<file path="src/rtl/decoder_pkg.sv">
// Shared constants and the reference decode function for the decoder block.
package decoder_pkg;

  localparam int unsigned DEF_SIZE   = 2;
  localparam int unsigned DEF_OUT_SZ = 4;

  // Widest select and pattern the shared function supports.
  localparam int unsigned SEL_W   = 32;
  localparam int unsigned MAX_OUT = 64;

  // One-hot pattern with bit sel set when sel < width; all zeros otherwise.
  function automatic logic [MAX_OUT-1:0] onehot(input logic [SEL_W-1:0] sel,
                                                input int unsigned     width);
    logic [MAX_OUT-1:0] pat;
    pat = '0;
    for (int unsigned i = 0; i < MAX_OUT; i++) begin
      pat[i] = (i < width) && (sel == SEL_W'(i));
    end
    return pat;
  endfunction

endpackage

</file>
<file path="src/rtl/decoder_core.sv">
// Combinational one-hot decode with an out-of-range flag.
module decoder_core
  import decoder_pkg::*;
#(
  parameter int unsigned SIZE   = DEF_SIZE,
  parameter int unsigned OUT_SZ = DEF_OUT_SZ
) (
  input  logic [SIZE-1:0]   in,
  output logic [OUT_SZ-1:0] out,
  output logic              oor
);

  // Reject parameter sets the decode cannot represent.
  if (SIZE < 1 || SIZE > SEL_W) begin : g_bad_size
    $error("decoder_core: SIZE must be in 1..%0d", SEL_W);
  end
  if (OUT_SZ < 1 || OUT_SZ > MAX_OUT ||
      (SIZE < 63 && 64'(OUT_SZ) > (64'd1 << SIZE))) begin : g_bad_out_sz
    $error("decoder_core: OUT_SZ must be in 1..min(2**SIZE, %0d)", MAX_OUT);
  end

  logic [MAX_OUT-1:0] pat;

  // Full-width pattern; bits at and above OUT_SZ are always zero.
  always_comb begin
    pat = onehot(SEL_W'(in), OUT_SZ);
  end

  // An empty pattern means the select fell outside the output range.
  always_comb begin
    out = pat[OUT_SZ-1:0];
    oor = ~|pat;
  end

endmodule

</file>
<file path="src/rtl/decoder.sv">
// Decoder top: combinational decode plus an enabled capture register stage.
module decoder
  import decoder_pkg::*;
#(
  parameter int unsigned SIZE   = DEF_SIZE,
  parameter int unsigned OUT_SZ = DEF_OUT_SZ
) (
  input  logic              clk,
  input  logic              rst_n,
  input  logic [SIZE-1:0]   in,
  input  logic              en,
  output logic [OUT_SZ-1:0] out,
  output logic              oor,
  output logic [OUT_SZ-1:0] out_q,
  output logic              oor_q,
  output logic              valid_q
);

  decoder_core #(
    .SIZE   (SIZE),
    .OUT_SZ (OUT_SZ)
  ) u_core (
    .in  (in),
    .out (out),
    .oor (oor)
  );

  // Capture the decode on enabled edges; clear asynchronously on reset.
  always_ff @(posedge clk or negedge rst_n) begin
    if (!rst_n) begin
      out_q   <= '0;
      oor_q   <= 1'b0;
      valid_q <= 1'b0;
    end else if (en) begin
      out_q   <= out;
      oor_q   <= oor;
      valid_q <= 1'b1;
    end
  end

endmodule

</file>
<file path="config.mk">
export PLATFORM = sky130hd
export DESIGN_NAME = decoder
export DESIGN_NICKNAME = d
export VERILOG_FILES = /design/src/rtl/decoder_pkg.sv /design/src/rtl/decoder_core.sv /design/src/rtl/decoder.sv
export SDC_FILE = /design/constraint.sdc
export NUM_CORES = 1
export LEC_CHECK = 0
export CAP_MARGIN = 20
export CORE_AREA = 2 2 39 41
export DETAILED_ROUTE_END_ITERATION = 16
export DIE_AREA = 0 0 41 43
export PLACE_DENSITY = 0.6
export SKIP_LAST_GASP = 1
export SLEW_MARGIN = 20
export SYNTH_ARGS = -nofsm -noshare
export SYNTH_HDL_FRONTEND = slang
export SYNTH_SLANG_ARGS = --single-unit
export TNS_END_PERCENT = 100
</file>
<file path="constraint.sdc">
create_clock -name clk -period 0.9 [get_ports clk]
set_input_delay 0.09 -clock clk [delete_from_list [all_inputs] [get_ports clk]]
set_output_delay 0.09 -clock clk [all_outputs]
set_load 0.02 [all_outputs]
</file>
# --- Word level (Yosys, flattened, before mapping) ---
# Index checks and enable logic that the tools add are counted.
word_totals:
  regBits: 6
  word_cells: 9
  ram_bits: 0
  latchBits: 0
  memories: 0
  input_bits: 5
  output_inout_bits: 11
  rom_bits: 0
classes:
  n_reduce_logical: 3
  add_sub_neg: 0
  eq_ne: 3
  n_shift: 0
  n_mux: 0
  magnitude_cmp: 0
  bitwise_logic: 0
  mul: 0
  n_div: 0
ops:
  columns: ["operator", "count"]
  rows:
  - ["2-bit == test, second input constant", 2]
  - ["4-bit OR reduction", 1]
  - ["2-bit by 1-bit == test with 1-bit output, second input constant", 1]
  - ["2-bit zero test", 1]
  - ["1-bit zero test", 1]

# --- Longest topological paths before layout ---
depth:
  depth_word: 3
  depth_mapped: 2

# --- By module ---
# Synthesis repeated with hierarchy kept, for this count alone.
hier_totals:
  hier_cells: 18
  area_unflattened_um2: 250.2
modules_own_cells:
  columns: ["module", "area_each_um2", "seq_area_each_um2", "n_inst", "cells_each"]
  rows:
  - ["decoder", 212.7, 150.1, 1, 12]
  - ["decoder_core", 37.5, 0.0, 1, 6]

# --- Worst setup path before layout ---
# OpenSTA, ideal clock, no wires.
synth_path:
  path_type: "register to register"
  start: "register valid_q (netlist name)"
  end: "register valid_q"
  arrival_time_ps: 710
  stages_incl_launch_ff: 2
  synth_period_minus_slack_ps: 838
  setup_slack_ps: 62
  n_path_buf: 0
  required_time_ps: 773
  path_cell_list: "dfrtp_1 > or2_2"
synth_rtl:
  columns: ["item", "line", "source"]
  rows:
  - ["end signal: assignment", "decoder.sv:33", "valid_q <= 1'b0;"]
  - ["end signal: assignment", "decoder.sv:37", "valid_q <= 1'b1;"]
  - ["end: declaration", "decoder.sv:16", "output logic valid_q"]

# --- Worst setup path in the final report ---
layout_path:
  start: "register valid_q"
  end: "output valid_q"
# No word-level cell between the ends.

==> results.cfg <==
[worst_setup_path]
timing.rr.end = valid_q
r2r_start = valid_q
start_kind = flop
slowest_stage = dfrtp_1
end_kind = output pin
worstSetupStartpoint = valid_q
slowest_delay_ns = 0.37
worstSetupPathType = reg -> out
critPathCapture = valid_q
crit_cells = 1
cp.required_ns = 0.81
r2r_cells = 1
path_cells = buf_2
worstPathMaxFanout = 2
critPathArrivalTime_ns = 0.77
path_buf_inv = 1
r2r_setup_slack_ns = 0.15
path_delay_family = flip-flops

[clock_tree]
clkSlewWorstSetupHoldPaths_ns = 0.04
clk_latency_ns = 0.24
cts_htree_levels = 1
cts.sinks = 6
post_cts_buffers = 0
cts_tree = done
cts-root-buf = clkbuf_4
cts_buffer_depth = 2
numCtsBuffers = 3

[flow_run]
drv_cap = 0

[timing]
final.period_utilization_pct = 95.3
setup_viol = 0
fmax_ghz = 1.17
hold_viol_final = 0
min_period_ns = 0.858
report.final.slew_viol_count = 0
finalClockSkew_ns = 0
rsz0062_at_grt = false
fin_tns_setup_ns = 0

[finish]
fillers = 153
finalInstanceArea_um2 = 398
area_growth_pct = 53.6
antenna_cells = 0
drive_gt1_share_pct = 67.6
nNetsFinal = 41
layout.cells.non_filler = 50

[placed_design]
port_buffers = 14
dp_hpwl_um = 422
dp.cells = 47
place_area_um2 = 412
globalplace.congestion = 0.584

[grt]
grtUsageTotal_pct = 7.09
grt_start_max_net_pins = 7
grt_pass1_vias = 200
grt_pass1_wl_um = 772
grt-ovfl-total = 0
antenna_found_initial = 0

[floorplan]
ios = 16
die_w_um = 41
core_area_mm2 = 0.00138
die-area_mm2 = 0.00176
start_util_pct = 18.7
rows = 14
die_h_um = 43

[pwr]
p_int_mw = 0.494
pwr-share-clk_pct = 36.8
pwr-share-comb_pct = 19.1
leakage_nw = 0.196
power_frac_seq_pct = 44.1
p_sw_mw = 0.171
power.density_mw_per_mm2 = 1670
vdd_ir_drop_max_mv = 0.938
power.total_mw = 0.665
swShare_pct = 25.7

[status]
status = finished clean

[routing]
wire_per_inst_um = 10.3
route.detailed.drc = 0
drt_pass1_iterations = 1
ant_nets = 0
routed_wirelength_um = 517
vias = 196
viasPerCell = 3.92
drt_iter0_drc = 0

[yosys]
avgSynthCellArea_um2 = 14.4
syn-num-nets = 23
ys_ff_latch = 6
ys_warn_count = 0
syn_inst = 18
synth_seq_area_share_pct = 58.0
syn_area_um2 = 259
synth_cell_types = 9

[worst_hold_path]
hold_class = in -> async
==> power by group through the flow <==
stage	logic (mW)	registers (mW)	clock network, mW
2_1_floorplan	0.0504	0.318	0
3_3_place_gp	0.150	0.297	0
3_5_place_dp	0.153	0.298	0
4_1_cts	0.131	0.293	0.258
5_1_grt	0.136	0.294	0.278
6_report	0.127	0.293	0.245
==> per-layer routing <==
metal	vias up	GRT usage (%)	part of all wire [%]
met5	-	0	0
met4	0	2.00	0
met3	0	6.28	19
met2	17	10.9	42
met1	87	6.60	39
li1	92	-	-
==> through the flow <==
step,hold slack (ns),worst slack [ns],utilization (%)
finish,0.0841,0.0424,28.8
global route,0.0882,0.00293,28.8
CTS,0.0837,-0.0163,29.5
detailed placement,0.346,-0.664,29.7
global placement,0.336,-0.617,29.7
floorplan,-0.206,0.0624,-
==> cells in the mapped netlist, drive strengths merged <==
| cell | instances | share of area (%) |
|---|---|---|
| dfrtp | 6 | 58 |
| buf | 1 | 2.9 |
| mux2 | 4 | 17 |
| and2 | 1 | 3.4 |
| or2 | 1 | 2.4 |
| conb | 1 | 1.4 |
| nor2 | 1 | 1.4 |
| nor2b | 3 | 13 |
==> registers in the layout, indices dropped and copies added, names as in the netlist <==
register,cells
out_q,4
oor_q,1
valid_q,1
==> logic make-up after synthesis <==
kind of cell / share of synthesized area [%]
buffers and inverters: 2.90
flip-flops: 58.0
multiplexers: 17.4
AND/OR/NAND/NOR: 20.3
other: 1.45
==> area by class of cell <==
class	instances	area (µm²)	area share (%)
Timing Repair Buffer	14	104	26.1
Sequential cell	6	150	37.7
Clock buffer	3	22.5	5.66
Tap cell	16	20.0	5.03
Multi-Input combinational cell	11	101	25.5
==> what timing repair did <==
item	in CTS	in global routing
hold buffers	0	0
setup endpoints to repair	14	4
resized for setup	41	2
==> placed cells by master, fill, tap and decap left out, types with 2 or more instances in the layout <==
cell / Yosys / routed
clkbuf_2: 0 / 2
buf_2: 0 / 6
nor2b_4: 2 / 2
clkbuf_4: 0 / 3
dfrtp_1: 6 / 6
clkdlybuf4s15_2: 0 / 4
mux2_2: 4 / 4
==> worst min path at each step <==
stage | startpoint | end | cells after the start
after CTS | rst_n | out_q[2] | 1
after detailed placement | rst_n | oor_q | 1
after global routing | rst_n | out_q[2] | 1
final | rst_n | oor_q | 1
after global placement | rst_n | valid_q | 1
after floorplan | rst_n | oor_q | 0
Note: power is estimated with default switching activity, not from simulation.
